$ cat src/rtl/bsr_scan_arbiter.sv
// bsr_scan_arbiter: shares the boundary-scan register chain between the
// external TAP and an internal self-test requester. For self-test it runs a
// capture / shift / update pass itself and returns the captured pin values.
// Optional feature: define BSR_ARB_PREEMPT_EN to let the TAP preempt a
// self-test pass in progress; otherwise the TAP waits for the pass to finish.
module bsr_scan_arbiter #(
  parameter int LEN = 4
) (
  input  logic           clkDR,
  input  logic           reset,
  input  logic           tap_active,
  input  logic           tap_capture,
  input  logic           tap_shift,
  input  logic           tap_update,
  input  logic           tap_mode,
  input  logic           tap_tdi,
  output logic           tap_tdo,
  output logic           tap_wait,
  input  logic           bist_req,
  input  logic [LEN-1:0] bist_pattern,
  output logic           bist_ack,
  output logic           bist_abort,
  output logic           bist_busy,
  output logic [LEN-1:0] bist_result,
  output logic           bsr_enableIn,
  output logic           bsr_enableOut,
  output logic           bsr_mode,
  output logic           bsr_shiftDR,
  output logic           bsr_updateDR,
  output logic           bsr_tdi,
  input  logic           bsr_tdo,
  output logic [1:0]     owner
);

  localparam int CW = $clog2(LEN);
  localparam logic [CW-1:0] LAST = CW'(LEN - 1);

  typedef enum logic [2:0] {
    IDLE    = 3'd0,
    CAPTURE = 3'd1,
    SHIFT   = 3'd2,
    UPDATE  = 3'd3,
    DONE    = 3'd4
  } state_t;

  state_t          state_q, state_d;
  logic [CW-1:0]   cnt_q, cnt_d;
  logic [LEN-1:0]  pat_q, pat_d;
  logic [LEN-1:0]  res_q, res_d;
  logic            sample;
  logic [CW-1:0]   tdi_idx;

`ifdef BSR_ARB_PREEMPT_EN
  logic            abort_q, abort_d;
  logic            preempt;

  // The TAP may take the chain back from any running self-test phase.
  assign preempt = tap_active && (state_q != IDLE) && (state_q != DONE);
`endif

  // Captured data leaves the chain on CAPTURE and every shift but the last.
  assign sample  = (state_q == CAPTURE) || ((state_q == SHIFT) && (cnt_q != LAST));
  // Pattern goes out MSB first: shift k drives pattern[LEN-1-k].
  assign tdi_idx = LAST - cnt_q;

  // Next-state, counter, pattern latch and result shift register.
  always_comb begin
    state_d = state_q;
    cnt_d   = cnt_q;
    pat_d   = pat_q;
    res_d   = res_q;
    if (sample) begin
      res_d = {res_q[LEN-2:0], bsr_tdo};
    end
    case (state_q)
      IDLE: begin
        // TAP wins a tie with a self-test request.
        if (bist_req && !tap_active) begin
          pat_d   = bist_pattern;
          cnt_d   = '0;
          state_d = CAPTURE;
        end
      end
      CAPTURE: state_d = SHIFT;
      SHIFT: begin
        if (cnt_q == LAST) begin
          state_d = UPDATE;
        end else begin
          cnt_d = cnt_q + 1'b1;
        end
      end
      UPDATE:  state_d = DONE;
      DONE:    state_d = IDLE;
      default: state_d = IDLE;
    endcase
`ifdef BSR_ARB_PREEMPT_EN
    if (preempt) begin
      state_d = DONE;
    end
    // Abort flag lives exactly for the DONE cycle that follows a preemption.
    abort_d = preempt || (abort_q && (state_q != DONE));
`endif
  end

  // State registers with asynchronous reset.
  always_ff @(posedge clkDR or posedge reset) begin
    if (reset) begin
      state_q <= IDLE;
      cnt_q   <= '0;
      pat_q   <= '0;
      res_q   <= '0;
`ifdef BSR_ARB_PREEMPT_EN
      abort_q <= 1'b0;
`endif
    end else begin
      state_q <= state_d;
      cnt_q   <= cnt_d;
      pat_q   <= pat_d;
      res_q   <= res_d;
`ifdef BSR_ARB_PREEMPT_EN
      abort_q <= abort_d;
`endif
    end
  end

  assign bist_result = res_q;

  // Ownership decode and chain control mux; everything is held at 0 in reset.
  always_comb begin
    owner         = 2'b00;
    tap_tdo       = 1'b0;
    tap_wait      = 1'b0;
    bist_ack      = 1'b0;
    bist_abort    = 1'b0;
    bist_busy     = 1'b0;
    bsr_enableIn  = 1'b0;
    bsr_enableOut = 1'b0;
    bsr_mode      = 1'b0;
    bsr_shiftDR   = 1'b0;
    bsr_updateDR  = 1'b0;
    bsr_tdi       = 1'b0;
    if (!reset) begin
      bist_busy = (state_q != IDLE);
`ifndef BSR_ARB_PREEMPT_EN
      tap_wait  = tap_active && (state_q != IDLE);
`endif
      case (state_q)
        IDLE: begin
          if (tap_active) begin
            owner         = 2'b01;
            tap_tdo       = bsr_tdo;
            bsr_enableIn  = tap_capture;
            bsr_enableOut = 1'b1;
            bsr_mode      = tap_mode;
            bsr_shiftDR   = tap_shift;
            bsr_updateDR  = tap_update;
            bsr_tdi       = tap_tdi;
          end else begin
            bsr_mode = tap_mode;
          end
        end
        CAPTURE: begin
          owner        = 2'b10;
          bsr_enableIn = 1'b1;
        end
        SHIFT: begin
          owner       = 2'b10;
          bsr_shiftDR = 1'b1;
          bsr_tdi     = pat_q[tdi_idx];
        end
        UPDATE: begin
          owner         = 2'b10;
          bsr_updateDR  = 1'b1;
          bsr_mode      = 1'b1;
          bsr_enableOut = 1'b1;
        end
        DONE: begin
          owner         = 2'b10;
          bsr_mode      = 1'b1;
          bsr_enableOut = 1'b1;
          bist_ack      = 1'b1;
`ifdef BSR_ARB_PREEMPT_EN
          bist_abort    = abort_q;
`endif
        end
        default: begin
          owner = 2'b00;
        end
      endcase
    end
  end

endmodule

$ cat config.mk
export PLATFORM = sky130hd
export DESIGN_NAME = bsr_scan_arbiter
export DESIGN_NICKNAME = d
export VERILOG_FILES = /design/src/rtl/bsr_scan_arbiter.sv
export SDC_FILE = /design/constraint.sdc
export NUM_CORES = 1
export LEC_CHECK = 0
export BUFFER_PORTS_ARGS = -buffer_cell sky130_fd_sc_hd__buf_2
export CAP_MARGIN = 20
export CORE_MARGIN = 10
export CORE_UTILIZATION = 41
export DETAILED_ROUTE_END_ITERATION = 16
export GPL_TIMING_DRIVEN = 0
export HOLD_SLACK_MARGIN = 0.02
export MAX_ROUTING_LAYER = met4
export PLACE_DENSITY = 0.73
export RECOVER_POWER = 100
export SLEW_MARGIN = 0
export SYNTH_ARGS = -nofsm -noshare
export SYNTH_HDL_FRONTEND = slang
export SYNTH_SLANG_ARGS = --single-unit
$ cat constraint.sdc
create_clock -name clkDR -period 1.6 [get_ports clkDR]
set_input_delay 0.16 -clock clkDR [delete_from_list [all_inputs] [get_ports clkDR]]
set_output_delay 0.16 -clock clkDR [all_outputs]
set_load 0.02 [all_outputs]
* Yosys cells after proc, flatten, opt, wreduce, memory -nomap -nowiden
Index checks and enable logic that the tools add are counted.
Word-level totals: flip-flop bits (word level) 13, bits of input ports 14, output and inout bits 17, word-level logic and storage cells 64
Operators by class: add/sub/neg operators 2, magnitude comparators 1, eq/ne operators 9, muxes and demuxes 35, reductions and logical operators 13
Operators by type and width (count):
- $mux W1 | 20
- $pmux W1 S2 | 6
- $pmux W3 S4 | 1
- $pmux W2 S2 | 2
- $eq A3 B2 Y1 const B | 2
- $mux W2 | 3
- $mux W3 | 2
- $ne A2 B2 Y1 const B | 3
- $reduce_and A2 Y1 | 2
- $reduce_or A4 Y1 | 1
- $eq A3 B1 Y1 const B | 1
- $eq A3 B3 Y1 const B | 1
- $logic_and A1 B1 Y1 | 3
- $logic_not A3 Y1 | 1
- $lt A2 B3 Y1 const B | 1
- $reduce_and A3 Y1 | 1
- $reduce_bool A3 Y1 | 1
- $add A2 B1 Y2 const B | 1
- $bmux W1 S2 | 1
- $eq A2 B2 Y1 const B | 1
- $ne A2 B1 Y1 const B | 1
- $reduce_bool A2 Y1 | 1
- $reduce_or A2 Y1 | 1
- $sub A2 B2 Y2 const A | 1
- 2 further kinds | 2

* Logic depth before layout (Yosys ltp)
Gate-level depths: netlist of run 1.
depth after elaboration 5, depth in mapped cells 4, mapped depth without buffers 4

* Worst setup path before layout of run 1
Ideal clock, no wire load.
path kind flip-flop to output port, start register state_q[0], end output tap_tdo, arrival 1.549 ns, data required time 1.440 ns, path slack -0.109 ns, cell stages (with the launch flop) 5, path buffers 1, path through dfrtp_1 > buf_6 > or3_1 > nor3b_2 > and2_1
Between the ends: word-level cells in the longest chain between the ends 3
RTL lines:
- start, declared | RTL line 46 | state_t state_q, state_d;
- start signal, assigned | RTL line 116 | state_q <= state_d;
- $logic_not A3 Y1 | RTL line 147 | case (state_q)
- $mux W1 | RTL line 147
- $mux W1 | RTL line 142 | if (!reset) begin
- end, declared | RTL line 17 | output logic tap_tdo,
Every way passes these cells.

* Final worst setup path of run 1
Same ends and word-level chain as after synthesis.

==> results of run 1 <==
## power by group through the flow
stage,clock (uW),combinational (uW),sequential [uW]
after CTS,201,1230,584
after floorplan,0,710,634
final,195,1400,590
after detailed placement,0,1010,592
after global routing,225,1520,614
after global placement,0,985,582
## per-stage QoR
stage          TNS [ps]  instances  utilization (%)  hold WS, ps
2_1_floorplan         0         73                -          218
3_3_place_gp       -232        126             54.0          313
3_5_place_dp       -293        126             54.0          333
4_1_cts           -1670        137             62.1         49.6
5_1_grt           -1690        143             67.7          108
6_report           -914        143             67.7         67.5
## cells by family (layout without fill, tap and decap cells)
logic type	count (synthesis)	after routing	synth area share, %
other	1	1	0.494
adders and majority gates	1	1	1.65
and+or+nand+nor	27	27	22.9
AOI/OAI and AO/OA	13	13	11.7
buffers and inverters	8	53	5.60
muxes	10	10	14.8
DFF	13	13	42.8
## cells in the mapped netlist, types with 2 or more instances
library cell | instances | share of area [%]
dfrtp_1 | 13 | 43
inv_1 | 3 | 1.5
o21ai_0 | 2 | 1.3
nor2_1 | 5 | 2.5
a21oi_1 | 5 | 3.3
nand2_1 | 2 | 0.99
nor3_1 | 2 | 1.3
mux2_2 | 10 | 15
nand3b_1 | 2 | 2.0
and2_1 | 2 | 1.6
nand3_1 | 2 | 1.3
## worst paths after layout
check                                startpoint             end  slack, ps  cells past startpoint
worst max-delay path                 state_q[0]         tap_tdo       -160                      4
worst min-delay path                      reset      state_q[2]         70                      2
worst max register to register         cnt_q[0]  bist_result[3]        -90                      4
worst min register to register         pat_q[1]        pat_q[1]        510                      1
max in group asynchronous                 reset      state_q[0]       1170                      2
min in group clkDR              bist_pattern[2]        pat_q[2]        120                      2
## sequential cells by signal, summed over array words and instances (netlist names)
register     count
pat_q            4
state_q          3
cnt_q            2
bist_result      4
## per-layer routing
metal | GRT usage (%) | vias to the layer above | routed length, um
li1 | - | 347 | -
met1 | 10.9 | 323 | 885
met2 | 15.4 | 24 | 971
met3 | 4.30 | 2 | 160
met4 | 5.03 | 0 | 12
met5 | - | - | 0
## layout make-up
cell class	count	area share, %
inverters	3	0.952
well taps	25	2.65
flip-flops and latches	13	27.6
plain buffers	4	2.54
repair buffers	42	23.7
multi-input cells	52	40.3
clock buffers	4	2.22
## timing repair
item / CTS / global route
endpoints found under the setup margin: 15 / 17
pin swaps: 4 / 11
gates resized for setup: 17 / 20
buffers inserted: 7 / 7
==> metrics.sh, run 1 <==
OUTCOME='complete, but fails checks'
FAILED_CHECKS='setup timing'
P_SW_uW=861
ENDPOINT_KIND='output port'
CRITICAL_PATH.MAX_STAGE_DELAY_PS=430
POWER_REPORT.INTERNAL_TOTAL_uW=1330
NUM-FILL-CELLS=147
SYNTH_EDF_COUNT=0
MAX_FREQ_MHz=569
SYNTH_SEQ_CELLS=13
MIN_PATH_TYPE='primary input to asynchronous set/reset pin'
START_UTIL_PCT=43.5
ROUTED-VIA-COUNT=696
DRC_ERRORS=0
CTS.REPORTEDPATHS.CLKPINSLEW_PS=70
SETUP_WS_PS=-158
GRTUSAGETOTAL_PCT=10.0
TIMING.FINAL.MAX_SLEW_VIOLATIONS=0
CRIT_PATH_MAX_FANOUT=5
YOSYS_WARNINGS=0
MAXCAPVIOLATIONS=0
WL_PER_CELL_UM=14.2
POWER_DENSITY_nW_PER_UM2=1850
POWER.COMBINATIONAL.FRACTION_PCT=64.1
DP_SLACK_PS=-78.2
CRIT_REQUIRED_PS=1440
SKEW_PS=0.679
IO_BUFFERS=28
CTS_MAX_LEVEL=1
SLEW-LIMIT-HEADROOM_PCT=66.1
SYNTH_NETS=88
FP-ROW-COUNT=15
TIMING_WORST_SETUP_PATH_TYPE='flop to output port'
DRTITER0DRC=4
DRT_PRE_ANTENNA_ITERS=3
PLACE_HPWL_MM=1.44
NETSWITCHINGFRACTION_PCT=39.4
CLOCKPOWERSHARE_PCT=8.9
CTS_MADE_BUFFERS=3
DRIVE_ABOVE_1_SHARE_PCT=61.0
NUMBER_OF_GLOBAL_ROUTE_VIAS_BEFORE_REPAIR=733
POWER.IR.VDD_WORST_uV=1160
CTS_HOLD_BUFFERS=0
CPMAXSTAGEDELAYCELL='dfrtp_2'
COREAREA_UM2=1750
DIE_W_UM=63.0
SETUP_VIOL=10
CTS_TREE='built'
FINALINSTANCEAREA_UM2=1180
GRT_PASS1_WL_MM=3.22
GRT_REMAINING_OVERFLOW=0
SEQ_AREA_UM2=327
MAX_SLEW.WORST_PIN.SLEW_PS=508
VIA_CELL_RATIO=4.87
ANTENNA_VIOLATIONS_BEFORE_REPAIR=0
SYNTH_CELLS=73
FINALPOWER_uW=2190
SYNTH-ASYNC-RESET-RATIO_PCT=100
ANTENNA-DIODE-COUNT=0
FIN_CRIT_PS=1760
CTS.SINK_COUNT=13
NNETSFINAL=134
AREA_GROWTH_PCT=55.7
LARGEST_NET_DEGREE_AT_THE_START_OF_GLOBAL_ROUTING=15
MOSTFREQUENTLAYOUTCELLS='buf_4 (17), buf_2 (17), dfrtp_1 (12)'
ANTENNA_VIOLATING_NETS_POST_ROUTE=0
DIE_AREA_UM2=3970
RSZ0062_AT_GRT='yes'
WORSTSKEWPAIRLATENCY_PS=270
YS_SEQ_AREA_SHARE_PCT=42.8
CTS_ROOT_BUFFER='clkbuf_4'
CRIT_PATH_START_KIND='flop'
MAPPEDNETLISTAREA_UM2=759
SHARE_SEQ_OF_TOTAL_POWER_PCT=27.0
CP.ARRIVAL_PS=1600
CTS-ROOT-TO-SINK-BUFFERS=2
DIE-HEIGHT_UM=63.0
CHAIN_OF_CELLS_FORMING_THE_CRITICAL_PATH='or3_4 > nor3b_4 > and2_4 > buf_6'
IO_PINS=31
PLACED_AREA_UM2=942
FINAL_HOLD_VIOL_COUNT=0
WL_MM=2.03
MULTIINPUTGATEAREA_UM2=477
SYNTH_FF_TYPE='dfrtp_1'
CRITICAL_PATH.N_BUFFERS_INVERTERS=1
POWER_LEAKAGE_uW=0.000581
SYNTH_CELL_TYPE_COUNT=36
WEIGHTED_CONGESTION_AT_THE_END_OF_ROUTABILITY_DRIVEN_GLOBAL_PLACEMENT=0.769
POST-ROUTE-PERIOD-UTIL_PCT=110
AVGSYNTHCELLAREA_UM2=10.4
CRITPATHTOPFAMILY='simple AND/OR/NAND/NOR gates'
Power figures use the tool's default switching activity.
==> inputs of run 2 (changes only) <==
--- a/config.mk
+++ b/config.mk
@@ -9,6 +9,7 @@
 export CAP_MARGIN = 20
 export CORE_MARGIN = 10
 export CORE_UTILIZATION = 41
+export CTS_BUF_LIST = sky130_fd_sc_hd__clkbuf_16
 export DETAILED_ROUTE_END_ITERATION = 16
 export GPL_TIMING_DRIVEN = 0
 export HOLD_SLACK_MARGIN = 0.02
==> metrics.sh, run 2 (synthesis gave the netlist of run 1 again) <==
OUTCOME='complete, but fails checks'
FAILED_CHECKS='setup timing'
SKEW_PS=1.64
DR_WL_MET2_MM=1.09
FIN_TNS_SETUP_PS=-600
GRTUSAGETOTAL_PCT=10.3
LARGEST_NET_DEGREE_AT_THE_START_OF_GLOBAL_ROUTING=15
WL_MET3_UM=151
SLEW-LIMIT-HEADROOM_PCT=65.6
MAX_SLEW.WORST_PIN.SLEW_PS=515
DRIVE_ABOVE_1_SHARE_PCT=60.7
POWER_REPORT.INTERNAL_TOTAL_uW=1550
MAXUSEDROUTINGLAYER='met4'
ANTENNA-DIODE-COUNT=0
MIN_PATH_TYPE='primary input to asynchronous set/reset pin'
CTS_TREE='built'
ROUTED-VIA-COUNT=718
DIE_AREA_UM2=3970
COREAREA_UM2=1750
CRIT_PATH_MAX_FANOUT=5
WORSTSKEWPAIRLATENCY_PS=240
PLACE_HPWL_MM=1.44
CP.ARRIVAL_PS=1570
DIE-HEIGHT_UM=63.0
FIN_HOLD_WS_PS=105
WEIGHTED_CONGESTION_AT_THE_END_OF_ROUTABILITY_DRIVEN_GLOBAL_PLACEMENT=0.769
CRIT_REQUIRED_PS=1440
FIN_CRIT_PS=1730
CTS_ROOT_BUFFER='clkbuf_16'
NETSWITCHINGFRACTION_PCT=36.7
WL_MM=2.19
CRIT_PATH_START_KIND='flop'
POST-ROUTE-PERIOD-UTIL_PCT=108
POWER_DENSITY_nW_PER_UM2=2000
CTS_MAX_LEVEL=1
POWER.IR.VDD_WORST_uV=1280
DRC_ERRORS=0
SETUP_VIOL=7
AREA_GROWTH_PCT=61.0
DIE_W_UM=63.0
GRT_PASS1_WL_MM=3.32
TIMING_WORST_SETUP_PATH_TYPE='flop to output port'
POWER_LEAKAGE_uW=0.000596
MOSTFREQUENTLAYOUTCELLS='buf_2 (17), buf_4 (16), dfrtp_1 (12)'
VIA_CELL_RATIO=5.06
IO_BUFFERS=28
ANTENNA_VIOLATIONS_BEFORE_REPAIR=0
ENDPOINT_KIND='output port'
SHARE_SEQ_OF_TOTAL_POWER_PCT=24.2
REGTOREGSETUPSLACK_PS=-80
WIRE_LENGTH_ON_MET1_UM=911
CTS.REPORTEDPATHS.CLKPINSLEW_PS=40
CTS.SINK_COUNT=13
NNETSFINAL=133
ANTENNA_VIOLATING_NETS_POST_ROUTE=0
POWER.COMBINATIONAL.FRACTION_PCT=57.3
LAYOUT.CELLS.MOST_COMMON='buf_2'
SETUP_WS_PS=-133
FINAL_HOLD_VIOL_COUNT=0
DRT_PRE_ANTENNA_ITERS=2
NUMBER_OF_GLOBAL_ROUTE_VIAS_BEFORE_REPAIR=734
TIMING.FINAL.MAX_SLEW_VIOLATIONS=0
RSZ0062_AT_GRT='yes'
DRTITER0DRC=4
FP-ROW-COUNT=15
CTS_MADE_BUFFERS=3
START_UTIL_PCT=43.5
CTS-ROOT-TO-SINK-BUFFERS=2
IO_PINS=31
MAXCAPVIOLATIONS=0
CLOCKPOWERSHARE_PCT=18.6
WL_PER_CELL_UM=15.4
P_SW_uW=898
GRT_REMAINING_OVERFLOW=0
MAX_FREQ_MHz=577
==> run 2: cell count changes in the layout (fill, tap and decap cells not counted), sizes merged <==
cell,before,now
clkbuf,9,8
buf,41,40
inv,3,4
==> run 2: final timing paths <==
| path | startpoint | end | cells after the start |
|---|---|---|---|
| worst max register to register | state_q[0] | bist_result[3] | 4 |
| max in group asynchronous | reset | state_q[0] | 2 |
| min in group clkDR | bist_pattern[2] | pat_q[2] | 2 |
| worst max-delay path | state_q[0] | tap_tdo | 4 |
| worst min-delay path | reset | cnt_q[0] | 2 |
| worst min register to register | pat_q[1] | pat_q[1] | 1 |
==> run 2: final cells by class <==
cell class                      count  area [um2]
Sequential cell                    13         327
Tap cell                           25        31.3
Timing Repair Buffer               41         273
Clock inverter                      1        3.75
Buffer                              4        30.0
Multi-Input combinational cell     52         472
Fill cell                         148         523
Clock buffer                        3        75.1
Inverter                            3        11.3
==> run 2: power by group through the flow <==
stage / sequential, uW / combinational, uW / clock (uW)
detailed placement: 592 / 1010 / 0
finish: 591 / 1400 / 454
floorplan: 634 / 710 / 0
global placement: 582 / 985 / 0
CTS: 584 / 1240 / 460
global route: 616 / 1510 / 480
==> run 2: routing by layer <==
metal	track usage [%]	vias to the layer above
met5	-	-
met4	5.03	0
met3	3.58	5
met2	15.5	27
met1	11.8	339
li1	-	347
==> run 2: repair_timing <==
| item | in CTS | in global routing |
|---|---|---|
| pin swaps | 5 | 10 |
| endpoints found under the setup margin | 13 | 15 |
| hold buffers | 0 | 0 |
| resized for setup | 20 | 15 |
| setup buffers | 6 | 7 |
==> run 2: critical path, cell delays in order (launching register included) <==
cell,delay [ps]
dfrtp_2,430
or3_4,420
nor3b_4,210
and2_4,160
buf_6,110
==> run 2: metrics by stage <==
stage          setup slack (ps)  util [%]  power, uW  cells  cell area [um2]
6_report                   -133      70.0       2450    142             1220
4_1_cts                    -148      65.4       2290    136             1140
3_5_place_dp              -78.2      54.0       1600    126              942
5_1_grt                    -183      70.0       2600    142             1220
2_1_floorplan              10.8         -       1340     73              771
3_3_place_gp              -60.1      54.0       1570    126              942
==> inputs of run 3 (changes only) <==
--- a/config.mk
+++ b/config.mk
@@ -5,6 +5,7 @@
 export SDC_FILE = /design/constraint.sdc
 export NUM_CORES = 1
 export LEC_CHECK = 0
+export ABC_AREA = 1
 export BUFFER_PORTS_ARGS = -buffer_cell sky130_fd_sc_hd__buf_2
 export CAP_MARGIN = 20
 export CORE_MARGIN = 10
@@ -14,7 +15,7 @@
 export GPL_TIMING_DRIVEN = 0
 export HOLD_SLACK_MARGIN = 0.02
 export MAX_ROUTING_LAYER = met4
-export PLACE_DENSITY = 0.73
+export PLACE_DENSITY = 0.74
 export RECOVER_POWER = 100
 export SLEW_MARGIN = 0
 export SYNTH_ARGS = -nofsm -noshare
==> metrics.sh, run 3 <==
FINALCOREUTILIZATION_PCT=60.7
MAXCAPVIOLATIONS=0
CRIT_PATH_START_KIND='flop'
COREAREA_UM2=1730
WL_MM=1.97
POWER_DENSITY_nW_PER_UM2=2110
LARGEST_NET_DEGREE_AT_THE_START_OF_GLOBAL_ROUTING=18
PLACE_HPWL_MM=1.48
RSZ0062_AT_GRT='yes'
ENDPOINT_KIND='output port'
CRIT_PATH_MAX_FANOUT=4
SYNTH_CELLS=100
CP.ARRIVAL_PS=1460
DIE_W_UM=62.6
SYNTH_AREA_LEADER_CELL='dfrtp_1'
CTS_MAX_LEVEL=1
DRIVE_ABOVE_1_SHARE_PCT=37.6
SHARE_SEQ_OF_TOTAL_POWER_PCT=27.5
SYNTH-ASYNC-RESET-RATIO_PCT=100
CTS_HOLD_BUFFERS=0
DRT_PRE_ANTENNA_ITERS=4
POST-ROUTE-PERIOD-UTIL_PCT=101
NETSWITCHINGFRACTION_PCT=44.7
CTS_ROOT_BUFFER='clkbuf_16'
POWER_REPORT.INTERNAL_TOTAL_uW=1220
IO_BUFFERS=28
FP-ROW-COUNT=15
GRT_REMAINING_OVERFLOW=0
WEIGHTED_CONGESTION_AT_THE_END_OF_ROUTABILITY_DRIVEN_GLOBAL_PLACEMENT=0.770
NETLIST_TOP_CELLS_COUNT='nand2_1 (31), dfrtp_1 (13), inv_1 (13), nand3_1 (13), a21oi_1 (6)'
DIE-HEIGHT_UM=62.6
CTS_TREE='built'
CTS.SINK_COUNT=13
SETUP_VIOL=2
MAX_SLEW.WORST_PIN.SLEW_PS=624
CLOCKPOWERSHARE_PCT=21.1
DRC_ERRORS=0
POWER_LEAKAGE_uW=0.000605
SYNTH_SEQ_CELLS=13
FAILED_CHECKS='setup timing'
FIN_CRIT_PS=1620
GRTUSAGETOTAL_PCT=10.4
YS_SEQ_AREA_SHARE_PCT=43.8
ROUTED-VIA-COUNT=732
ANTENNA_VIOLATIONS_BEFORE_REPAIR=0
SYNTH_CELL_TYPE_COUNT=21
YOSYS_WARNINGS=0
START_UTIL_PCT=43.0
CRITICAL_PATH.REG2REG.ENDPOINT='cnt_q[0]'
CRIT_REQUIRED_PS=1440
TIMING_WORST_SETUP_PATH_TYPE='flop to output port'
REGTOREGSETUPSLACK_PS=410
VIA_CELL_RATIO=4.63
WL_PER_CELL_UM=12.4
TIMING.FINAL.MAX_SLEW_VIOLATIONS=0
SETUP_WS_PS=-22.8
IO_PINS=31
ANTENNA_VIOLATING_NETS_POST_ROUTE=0
YOSYS-TOP-CELLS-AREA='dfrtp_1 (44%), nand2_1 (16%), nand3_1 (8.8%)'
PLACED_AREA_UM2=915
LAYOUT.CELLS.MOST_COMMON='nand2_1'
DIE_AREA_UM2=3920
AVGSYNTHCELLAREA_UM2=7.43
SYNTH_NETS=115
MAPPEDNETLISTAREA_UM2=743
NNETSFINAL=149
DRTITER0DRC=19
WORST-R2R-CELL-COUNT=6
FINAL_HOLD_VIOL_COUNT=0
GRT_PASS1_WL_MM=3.28
CTS_MADE_BUFFERS=3
FINALINSTANCEAREA_UM2=1050
MIN_PATH_TYPE='primary input to asynchronous set/reset pin'
R2R_START='state_q[1]'
ANTENNA-DIODE-COUNT=0
SKEW_PS=1.39
YOSYSMOSTFREQUENTCELL='nand2_1'
SYNTH_EDF_COUNT=0
SYNTH_TOP_AREA_SHARE_PCT=43.8
CTS-ROOT-TO-SINK-BUFFERS=2
SLEW-LIMIT-HEADROOM_PCT=58.4
WORSTSKEWPAIRLATENCY_PS=240
P_SW_uW=987
MOSTFREQUENTLAYOUTCELLS='nand2_1 (29), buf_2 (21), inv_1 (14)'
POWER.COMBINATIONAL.FRACTION_PCT=51.4
OUTCOME='complete, but fails checks'
POWER.IR.VDD_WORST_uV=1030
SYNTH_FF_TYPE='dfrtp_1'
AREA_GROWTH_PCT=40.9
CTS.REPORTEDPATHS.CLKPINSLEW_PS=40
MAX_FREQ_MHz=616
NUMBER_OF_GLOBAL_ROUTE_VIAS_BEFORE_REPAIR=766
## run 3: kinds of logic after synthesis
kind of cell    count (synthesis)  synth area share [%]
buf+inv                        18                  10.3
simple gates                   57                  37.0
other cells                     1                 0.505
fa+ha+maj                       1                  1.68
flops                          13                  43.8
compound gates                 10                  6.73
## run 3: how the worst max path moves through the flow
stage                     from             to  slack (ps)  cells after the start
floorplan           state_q[0]  bsr_enableOut         270                      5
global placement         reset       bsr_mode         190                      5
detailed placement       reset       owner[1]         170                      5
CTS                 state_q[2]        tap_tdo           3                      6
global route        state_q[1]        tap_tdo        -120                      6
finish              state_q[1]        tap_tdo         -20                      6
## run 3: layout make-up
type | count | area, um2
inverter | 16 | 65.1
timing repair buffer | 29 | 168
clock buffer | 3 | 75.1
sequential | 13 | 325
buffer | 2 | 12.5
fill | 172 | 679
multi-input combinational | 69 | 367
clock inverter | 1 | 3.75
tap | 25 | 31.3
## run 3: metal layers
metal	up-vias	wire, um	GRT usage (%)
li1	378	-	-
met1	332	786	9.94
met2	18	1060	17.4
met3	4	86	3.23
met4	0	38	7.26
met5	-	0	-
## run 3: repair_timing
item | CTS | global route
resized for setup | 1 | 15
setup buffers | 0 | 1
pin swaps | 0 | 5
endpoints found under the setup margin | 1 | 9
gates cloned | 0 | 0
hold endpoints to repair | 0 | 0
## run 3: power groups by stage
stage	clock network [uW]	logic [uW]	registers, uW
after floorplan	0	707	636
after global placement	0	999	597
after detailed placement	0	1020	605
after CTS	466	1040	605
after global routing	487	1260	623
final	466	1130	606
## run 3: per-stage QoR
stage | std cells | setup slack (ps) | setup TNS [ps] | hold WS (ps) | power [uW]
after floorplan | 100 | 274 | 0 | 225 | 1340
after global placement | 153 | 193 | 0 | 314 | 1600
after detailed placement | 153 | 175 | 0 | 323 | 1630
after CTS | 157 | 2.64 | 0 | 75.0 | 2110
after global routing | 158 | -117 | -655 | 152 | 2370
final | 158 | -22.8 | -31.2 | 73.5 | 2210
## run 3: worst max-delay path, stage by stage, from the launching register on
cell	delay (ps)
dfrtp_1	400
nor2_2	180
nand2_2	120
nor2_4	160
nand2_2	80
nor2_1	130
buf_4	150
